[src/rtl/fetch_unit_pkg.sv]
// fetch_unit_pkg: shared fetch-stage definitions.
// Contains the state encodings, the default reset PC and the instruction field ranges.
`default_nettype none

package fetch_unit_pkg;

  typedef enum logic [1:0] {
    FETCH_IDLE = 2'b00,
    FETCH_REQ  = 2'b01,
    FETCH_HOLD = 2'b10
  } fetch_state_e;

  localparam logic [31:0] DEFAULT_RESET_PC = 32'h0000_0000;

  localparam int OPCODE_HI = 31;
  localparam int OPCODE_LO = 26;
  localparam int TARGET_HI = 25;
  localparam int TARGET_LO = 0;
  localparam int IMM_HI    = 15;
  localparam int IMM_LO    = 0;

endpackage

`default_nettype wire

[src/rtl/fetch_unit_next_pc_calc.sv]
// next_pc_calc: combinational next-PC selection.
// Priority is jump, then taken beq, then pc+4.
`default_nettype none

module next_pc_calc
  import fetch_unit_pkg::*;
#(
  parameter int INSTR_LEN = 32
) (
  input  logic [INSTR_LEN-1:0]     pc,
  // Only the jump-target field is needed; the branch immediate is its low half.
  input  logic [TARGET_HI:TARGET_LO] inst,
  input  logic                     branch_flag,
  input  logic                     jump_flag,
  input  logic                     zero,
  output logic [INSTR_LEN-1:0]     next_pc
);

  logic [INSTR_LEN-1:0]     pc_plus4;
  logic [IMM_HI-IMM_LO:0]   imm;
  logic [INSTR_LEN-1:0]     branch_off;
  logic [INSTR_LEN-1:0]     jump_target;
  logic [INSTR_LEN-1:0]     branch_target;

  assign pc_plus4      = pc + INSTR_LEN'(4);
  assign imm           = inst[IMM_HI:IMM_LO];
  // Sign-extend first, then shift, so negative offsets wrap modulo 2^N.
  assign branch_off    = {{(INSTR_LEN-18){imm[15]}}, imm, 2'b00};
  assign branch_target = pc_plus4 + branch_off;
  assign jump_target   = {pc_plus4[INSTR_LEN-1 -: 4], inst, 2'b00};

  always_comb begin
    next_pc = pc_plus4;
    if (jump_flag) begin
      next_pc = jump_target;
    end else if (branch_flag && zero) begin
      next_pc = branch_target;
    end
  end

endmodule

`default_nettype wire

[src/rtl/fetch_unit.sv]
// fetch_unit: multi-cycle MIPS instruction-fetch stage.
// Owns PC and IR, fetches over a req/ack handshake and advances the PC on pc_update.
`default_nettype none

module fetch_unit
  import fetch_unit_pkg::*;
#(
  parameter int                   INSTR_LEN = 32,
  parameter logic [INSTR_LEN-1:0] RESET_PC  = DEFAULT_RESET_PC
) (
  input  logic                 clk,
  input  logic                 rst_n,
  input  logic                 fetch_en,
  input  logic                 pc_update,
  input  logic                 branch_flag,
  input  logic                 jump_flag,
  input  logic                 zero,
  output logic                 imem_req,
  output logic [INSTR_LEN-1:0] imem_addr,
  input  logic                 imem_ack,
  input  logic [INSTR_LEN-1:0] imem_rdata,
  output logic [INSTR_LEN-1:0] inst,
  output logic                 inst_valid,
  output logic [INSTR_LEN-1:0] pc,
  output logic [INSTR_LEN-1:0] pc_plus4,
  output logic                 busy
);

  fetch_state_e         state_q, state_d;
  logic [INSTR_LEN-1:0] pc_q, pc_d;
  logic [INSTR_LEN-1:0] inst_q, inst_d;
  logic                 inst_valid_q, inst_valid_d;
  logic                 imem_req_q, imem_req_d;
  logic [INSTR_LEN-1:0] next_pc;

  next_pc_calc #(
    .INSTR_LEN (INSTR_LEN)
  ) u_next_pc_calc (
    .pc          (pc_q),
    .inst        (inst_q[TARGET_HI:TARGET_LO]),
    .branch_flag (branch_flag),
    .jump_flag   (jump_flag),
    .zero        (zero),
    .next_pc     (next_pc)
  );

  always_comb begin
    state_d      = state_q;
    pc_d         = pc_q;
    inst_d       = inst_q;
    inst_valid_d = inst_valid_q;
    imem_req_d   = imem_req_q;
    case (state_q)
      FETCH_IDLE: begin
        if (fetch_en) begin
          state_d    = FETCH_REQ;
          imem_req_d = 1'b1;
        end
      end
      FETCH_REQ: begin
        if (imem_ack) begin
          inst_d       = imem_rdata;
          inst_valid_d = 1'b1;
          imem_req_d   = 1'b0;
          state_d      = FETCH_HOLD;
        end
      end
      FETCH_HOLD: begin
        if (pc_update) begin
          pc_d         = next_pc;
          inst_valid_d = 1'b0;
          state_d      = FETCH_IDLE;
        end
      end
      default: begin
        state_d    = FETCH_IDLE;
        imem_req_d = 1'b0;
      end
    endcase
  end

  // Async reset drops imem_req immediately; any late ack then lands in IDLE.
  always_ff @(posedge clk or negedge rst_n) begin
    if (!rst_n) begin
      state_q      <= FETCH_IDLE;
      pc_q         <= {RESET_PC[INSTR_LEN-1:2], 2'b00};
      inst_q       <= '0;
      inst_valid_q <= 1'b0;
      imem_req_q   <= 1'b0;
    end else begin
      state_q      <= state_d;
      pc_q         <= pc_d;
      inst_q       <= inst_d;
      inst_valid_q <= inst_valid_d;
      imem_req_q   <= imem_req_d;
    end
  end

  assign imem_req   = imem_req_q;
  assign imem_addr  = {pc_q[INSTR_LEN-1:2], 2'b00};
  assign inst       = inst_q;
  assign inst_valid = inst_valid_q;
  assign pc         = pc_q;
  assign pc_plus4   = pc_q + INSTR_LEN'(4);
  assign busy       = (state_q == FETCH_REQ);

endmodule

`default_nettype wire

[config.mk]
export PLATFORM = sky130hd
export DESIGN_NAME = fetch_unit
export DESIGN_NICKNAME = d
export VERILOG_FILES = /design/src/rtl/fetch_unit_pkg.sv /design/src/rtl/fetch_unit_next_pc_calc.sv /design/src/rtl/fetch_unit.sv
export SDC_FILE = /design/constraint.sdc
export NUM_CORES = 1
export LEC_CHECK = 0
export ABC_AREA = 0
export CAP_MARGIN = 20
export CORE_UTILIZATION = 51
export DETAILED_ROUTE_END_ITERATION = 6
export GPL_ROUTABILITY_DRIVEN = 0
export PLACE_DENSITY = 0.91
export RECOVER_POWER = 100
export SLEW_MARGIN = 20
export SYNTH_ARGS = -nofsm -noshare
export SYNTH_HDL_FRONTEND = slang
export SYNTH_SLANG_ARGS = --single-unit
[constraint.sdc]
create_clock -name clk -period 7.4 [get_ports clk]
set_input_delay 1.48 -clock clk [delete_from_list [all_inputs] [get_ports clk]]
set_output_delay 1.48 -clock clk [all_outputs]
set_load 0.02 [all_outputs]
* Word-level counts from Yosys, hierarchy flattened
Index checks and enable logic that the tools add are counted.
** Word-level totals
- Bits in registers :: 68
- Input port bits :: 40
- Word-level logic and storage cells :: 33
** Cells by class
- $add $sub $neg :: 2
- Equality and inequality tests :: 5
- Multiplexer cells :: 12
- Bitwise operators :: 1
- Reduce and logical (&&, ||, !) cells :: 8
** Operator list (count)
- 32-bit two-way mux :: 2
- 32-bit by 3-bit adder with 32-bit output (second input constant) :: 1
- 32-bit adder :: 1
- 3-bit AND reduction :: 3
- 2-bit two-way mux :: 3
- 2-bit != test (second input constant) :: 3
- 2-bit one-hot mux with 3 select lines :: 1
- 1-bit two-way mux :: 4
- 2-bit AND reduction :: 2
- 1-bit one-hot mux with 3 select lines :: 1
- 2-bit by 1-bit == test with 1-bit output (second input constant) :: 1
- 2-bit == test (second input constant) :: 1
- 2-bit logical NOT :: 1
- 1-bit one-hot mux with 2 select lines :: 1
- 2-bit nonzero test :: 1
- 1-bit logical AND :: 1
- 1-bit NOT :: 1

* Depth between registers and ports, before layout
Gate-level depths: netlist of run 1.
- Depth in word-level cells :: 4
- Mapped depth :: 19

* Hierarchy
From an unflattened synthesis of run 1, not the netlist that was laid out.
** Second synthesis, totals
- Cell total of the unflattened synthesis :: 680
- Area, all modules :: 6007.0 µm²
** Modules (own cells, without submodules)
- fetch_unit :: times used 1, cells an instance 269, area an instance 3335.7 µm², seq. area each 1701.6 µm²
- next_pc_calc :: times used 1, cells an instance 411, area an instance 2671.3 µm², seq. area each 0.0 µm²

* Least setup slack after synthesis of run 1
Ideal clock, no wire load.
- Path type :: flip-flop to flip-flop
- Start :: register pc_q[2] (netlist: pc[2])
- End :: register pc_q[31] (netlist: pc[31])
- Setup time :: 0.092 ns
- Arrival :: 4.136 ns
- Slack :: 3.172 ns
- Cell stages (with the launch flop) :: 20
- Cells stage by stage :: dfrtp_1 -> ha_1 -> nand2_1 -> nor2_1 -> nand4_1 -> nor3_2 -> nand2_1 -> xnor2_1 -> ha_1 -> buf_4 -> nand4_1 -> or3_1 -> nand2b_1 -> o211a_2 -> o31ai_4 -> o21ai_2 -> a31o_1 -> xnor2_2 -> and3_1 -> o31ai_2
** Between the ends
- Longest elaborated chain between the ends :: 4
** Ends and longest elaborated chain
- from (decl) :: RTL line fetch_unit.sv:30 : logic [INSTR_LEN-1:0] pc_q, pc_d;
- from (signal assigned) :: RTL line fetch_unit.sv:86 : pc_q <= {RESET_PC[INSTR_LEN-1:2], 2'b00};
- from (signal assigned) :: RTL line fetch_unit.sv:92 : pc_q <= pc_d;
- 32-bit by 3-bit adder with 32-bit output
- via pc_plus4[24] :: RTL line fetch_unit.sv:25 : output logic [INSTR_LEN-1:0] pc_plus4,
- 32-bit adder :: RTL line fetch_unit_next_pc_calc.sv:29 : assign branch_target = pc_plus4 + branch_off;
- 32-bit two-way mux :: RTL line fetch_unit_next_pc_calc.sv:36 : end else if (branch_flag && zero) begin
- 32-bit two-way mux :: RTL line fetch_unit_next_pc_calc.sv:34 : if (jump_flag) begin
The timed path passes the listed nets, and every way through them passes these cells.
A chain may end at the register's enable or synchronous reset.

* Worst setup path after layout of run 1
- Start :: register pc_q[2] (netlist: pc[2])
- End :: output pc_plus4[30]
** Between the ends
- Longest elaborated chain between the ends :: 1
** Ends and longest elaborated chain
- 32-bit by 3-bit adder with 32-bit output :: RTL line fetch_unit.sv:104 : assign pc_plus4 = pc_q + INSTR_LEN'(4);
- to (decl) :: RTL line fetch_unit.sv:25
Every way passes these cells.

==> out/results.tsv, run 1 <==
metric	value	unit
status	finished, violations left	
violations	capacitance limit, slew limit	
worst_pin_slew	3630	ps
wl_per_cell	17.8	um
rr_worst_depth	16	
drive_above_1_share	8.58	%
clk_latency	360	ps
post_cts_buffers	0	
grt_usage	28.5	%
min_period	5190	ps
power.leakage	0.00300	uW
hold_viol_final	0	
synthTopCellsByArea	dfrtp_1, ha_1, mux2_2	
placementRows	36	
ant_nets	0	
coreArea	9950	sq um
synthArstFlopShare	100	%
ys_seq_elements	66	
hold_class	reg -> reg	
tns	0	ps
grt_pass1_vias	5167	
fill_cells	754	
rsz0062_at_grt	false	
cts_resized	0	
yosys-top-cells-count	nand2_1, dfrtp_1, nor2_1	
detailedPlacementHpwl	11.6	mm
crit_path_end_kind	output pin	
seq_area_frac_synth	31.1	%
synth_enable_flop_cells	0	
critPathRequiredTime	5920	ps
initial_core_util	53.4	%
setup_viol	0	
path_clk_slew	80	ps
vias_per_cell	5.85	
fp.dieW	104	um
ioPinCount	171	
grt_max_degree	67	
drt-initial-drc-count	369	
cts.path.max_buffers	2	
cts_buffers	9	
num_antenna_cells	0	
hold_buffers	0	
drc	0	
avgSynthCellArea	8.80	sq um
root_buffer	clkbuf_8	
die_area	10800	sq um
max_cap_viol_count	1	
r2r_start	pc[2]	
cp_max_fo	6	
synth.largest_area_cell	dfrtp_1	
routed_wirelength	15.5	mm
die_h	104	um
drt_first_pass_iters	5	
tritoncts	built	
synth_top_area_share	31.1	%
synthFlopType	dfrtp_1	
ir_drop	0.284	mV
syn-cell-area	5320	sq um
critical_path_class	reg -> out	
final_max_slew_viol_count	67	
crit_arrival	3710	ps
power_density	552	nW/um^2
grt_pass1_wl	24.9	mm
max_freq	193	MHz
yosysWarnings	0	
antenna_found_initial	0	
htree_levels	3	
period_share	70.1	%
cp-start-kind	register	
total_power	3790	uW
min_from	state_q[1]	
reg2reg_slack	2480	ps
overflow	0	
hold-path-endpoint	state_q[0]	
cts_sinks	66	
r2r_end	pc[31]	
syn2layout_area_growth	29.2	%
yosysUniqueCellTypes	64	
postSynthCellCount	604	
slew_headroom	-142	%
dr_total_vias	5073	
yosysMostFrequentCell	nand2_1	
worstHoldPathCells	1	
layout.nets	806	
clock_skew	17.1	ps
numPortBuffers	164	
## cell usage in the layout, fill, tap and decap left out, drive strengths merged, types with 3 or more instances in the layout
cell	count
dlygate4sd3	126
xor2	19
a21o	8
nand4	10
o22ai	3
clkbuf	11
inv	11
nand2	70
and4	3
nand3	20
nor3	8
o21ai	50
mux2i	4
o31ai	6
xnor2	32
a21oi	45
and2	5
clkdlybuf4s50	37
mux2	33
dfrtp	66
conb	6
o21a	4
o211ai	6
a31oi	3
o21bai	4
and3	5
a211oi	14
nand2b	4
ha	36
nor2	56
## area by class of cell
type	instances	area (sq um)	share of cell area, %
Inverter	8	30.0	0.437
Clock buffer	9	124	1.80
Tap cell	133	166	2.42
Sequential cell	66	1650	24.0
Timing Repair Buffer	167	1650	24.0
Multi-Input combinational cell	477	3200	46.5
Clock inverter	7	51.3	0.747
## registers in the layout (all words and copies together) (netlist names)
register	flops
imem_req	1
pc	30
inst_valid	1
state_q	2
inst	32
## metrics by stage
step	setup slack [ps]	util (%)	instances	hold slack [ps]	area, sq um
5_1_grt	2020	69.0	867	513	6870
2_1_floorplan	3170	-	609	447	5340
6_report	2210	69.0	867	481	6870
4_1_cts	2530	70.1	867	483	6980
3_5_place_dp	2920	68.4	851	471	6810
3_3_place_gp	3030	68.4	851	463	6810
## worst max path at each step
stage	start	end	cells past startpoint
CTS	pc[2]	pc_plus4[30]	9
global placement	pc[2]	pc_plus4[30]	9
detailed placement	pc[2]	pc_plus4[30]	9
finish	pc[2]	pc_plus4[30]	9
global route	pc[2]	pc_plus4[30]	9
floorplan	pc[2]	pc[31]	19
## logic make-up after synthesis
group	Yosys count	synth area share (%)
multiplexers	37	7.81
AO/OA/AOI/OAI	158	20.0
adder cells (fa/ha/maj)	37	8.85
buffers and inverters	66	7.27
AND/OR/NAND/NOR	188	16.4
other	1	0.0705
flip-flops	66	31.1
XOR/XNOR	51	8.54
## worst max-delay path: stages (launching register included)
cell and delay [ps]:
dfrtp_1 440, ha_1 250, nand2_1 90, nor2_1 190, nand4_1 270, nor3_1 630
nand3_1 300, nor2_1 270, xor2_1 210, dlygate4sd3_1 690
## per-layer routing
layer / track usage, % / vias to the layer above / wire [um]
met2: 48.8 / 265 / 7610
met4: 12.8 / 0 / 410
met1: 34.7 / 2411 / 6120
met3: 5.33 / 41 / 1340
met5: 0 / - / 0
li1: - / 2356 / -
## report_power, final
group          leakage, uW  switching, uW  internal, uW
sequential        0.000800            256           533
clock            0.0000864            164           124
combinational      0.00211           1540          1170
total              0.00300           1960          1830
(Power assumes the default switching activity.)
==> run 2: changes to the inputs <==
Settings changed: CORE_UTILIZATION 51 to 43, PLACE_DENSITY 0.91 to 0.82.
Clock period 7.4 ns to 4.65 ns, I/O delays scaled along.
==> out/results.tsv, run 2 (synthesis results as in run 1) <==
metric	value	unit	change
critPathRequiredTime	4840	ps	-1080 ps
final_common_cell	dlygate4sd3_1		
crit_chain	ha_1, nand2_1, nor2_1, nand4_1, clkbuf_4, xnor2_1, ha_1, a21oi_2, o211ai_2, o41ai_1, nor4_1, a2111oi_2, a21oi_1, xnor2_1, a21oi_1		
drt-initial-drc-count	257		-30%
numPortBuffers	164		unchanged
die_h	113	um	+8.7%
clk_latency	330	ps	-30 ps
worst_pin_slew	2930	ps	-706 ps
tns	0	ps	unchanged
slew_headroom	-95.0	%	+47 points
placementRows	40		+11%
crit_path_end_kind	register		
power.leakage	0.00313	uW	+4.2%
ir_drop	0.441	mV	+55%
ant_nets	0		unchanged
num_antenna_cells	0		unchanged
rsz0062_at_grt	false		
coreArea	12000	sq um	+21%
initial_core_util	44.3	%	-9.1 points
clock_skew	5.56	ps	-11.6 ps
cp_max_fo	6		unchanged
slowest_delay	690	ps	about the same
layout.nets	809		+0.37%
tritoncts	built		
vias_per_cell	5.74		-1.8%
detailedPlacementHpwl	11.9	mm	+2.8%
status	finished, violations left		
final_max_slew_viol_count	121		+81%
power_density	902	nW/um^2	+64%
grt_usage	25.3	%	-3.1 points
fp.dieW	113	um	+8.7%
antenna_found_initial	0		unchanged
dr_total_vias	5072		-0.020%
drc	0		unchanged
min_period	4360	ps	
critical_path_class	reg -> reg		
wl_per_cell	17.9	um	+0.54%
cts_sinks	66		unchanged
drive_above_1_share	10.3	%	+1.7 points
max_freq	230	MHz	
slowest_stage	o41ai_1		
holdWs	487	ps	+5.31 ps
htree_levels	3		unchanged
routed_wirelength	15.8	mm	+2.4%
syn2layout_area_growth	34.6	%	
final_cell_mix	dlygate4sd3_1, nand2_1, dfrtp_1		
crit_arrival	4550	ps	+840 ps
grt_max_degree	54		-19%
hold_viol_final	0		unchanged
max_cap_viol_count	4		+3
grt_pass1_wl	25.2	mm	+1.2%
period_share	93.7	%	
final_util	59.6	%	-9.4 points
setup_viol	0		unchanged
path_clk_slew	60	ps	-20 ps
root_buffer	clkbuf_16		
die_area	12800	sq um	+18%
largest_register_ffs	32		unchanged
cts_buffers	9		unchanged
cp-start-kind	register		
overflow	0		unchanged
grt_pass1_vias	4923		-4.7%
drt_first_pass_iters	4		-1
violations	capacitance limit, slew limit		
cts.path.max_buffers	2		unchanged
ioPinCount	171		unchanged
hold_class	reg -> reg		
hold_buffers	0		unchanged
-- run 2: changes by cell type in the layout (fill, tap and decap cells not counted), moves of 2 or more --
cell,change
a21oi_1,-3
a21oi_2,+3
buf_4,+2
bufinv_16,+3
clkbuf_16,+9
clkbuf_8,-8
inv_6,-3
nor3_1,-2
o31ai_1,-2
-- run 2: final timing paths --
kind                       startpoint    endpoint  slack, ps  depth (start not counted)
setup / recovery                pc[2]      pc[23]        290                         15
hold / removal             state_q[1]  state_q[0]        490                          1
setup reg to reg                pc[2]      pc[23]        290                         15
hold reg to reg            state_q[1]  state_q[0]        490                          1
max in group asynchronous       rst_n    inst[10]       1100                          2
min in group asynchronous       rst_n      pc[30]       1260                          1
-- run 2: power by group --
group | leakage (uW) | switching [uW] | total [uW] | internal (uW)
Clock | 0.000165 | 254 | 789 | 534
Sequential | 0.000800 | 417 | 1270 | 851
Combinational | 0.00216 | 2500 | 4400 | 1910
-- run 2: stage by stage --
step,worst slack (ps),cell area (sq um),std cells,total power (uW)
2_1_floorplan,422,5340,609,4320
5_1_grt,32.2,7160,883,6890
4_1_cts,267,7170,881,6690
3_5_place_dp,300,6830,866,5840
6_report,293,7160,883,6460
3_3_place_gp,486,6830,866,5710
-- run 2: repair_timing --
action / in CTS / in global routing
gates resized for setup: 0 / 1
buffers inserted: 0 / 2
endpoints found under the hold margin: 0 / 0
endpoints found under the setup margin: 0 / 1
-- run 2: layout make-up --
cell class / instances / area (sq um)
Clock inverter: 5 / 103
Inverter: 8 / 30.0
Multi-Input combinational cell: 477 / 3280
Clock buffer: 10 / 239
Tap cell: 147 / 184
Timing Repair Buffer: 170 / 1670
Sequential cell: 66 / 1650
Fill cell: 1024 / 4850
-- run 2: routing by layer --
layer | routed length, um | track usage [%] | share of wire, % | vias up
met2 | 7710 | 43.5 | 49 | 234
met1 | 6530 | 31.5 | 41 | 2432
li1 | - | - | - | 2372
met5 | 0 | 0 | 0 | -
met4 | 390 | 10.0 | 2.5 | 0
met3 | 1220 | 4.55 | 7.7 | 34
-- run 2: worst max-delay path: cells and delay by family, from the launching register on --
family	cells	cell delay [ps]
flops	1	430
xor+xnor	2	480
buf+inv	1	250
simple gates	4	700
fa+ha+maj	2	610
compound gates	6	1750
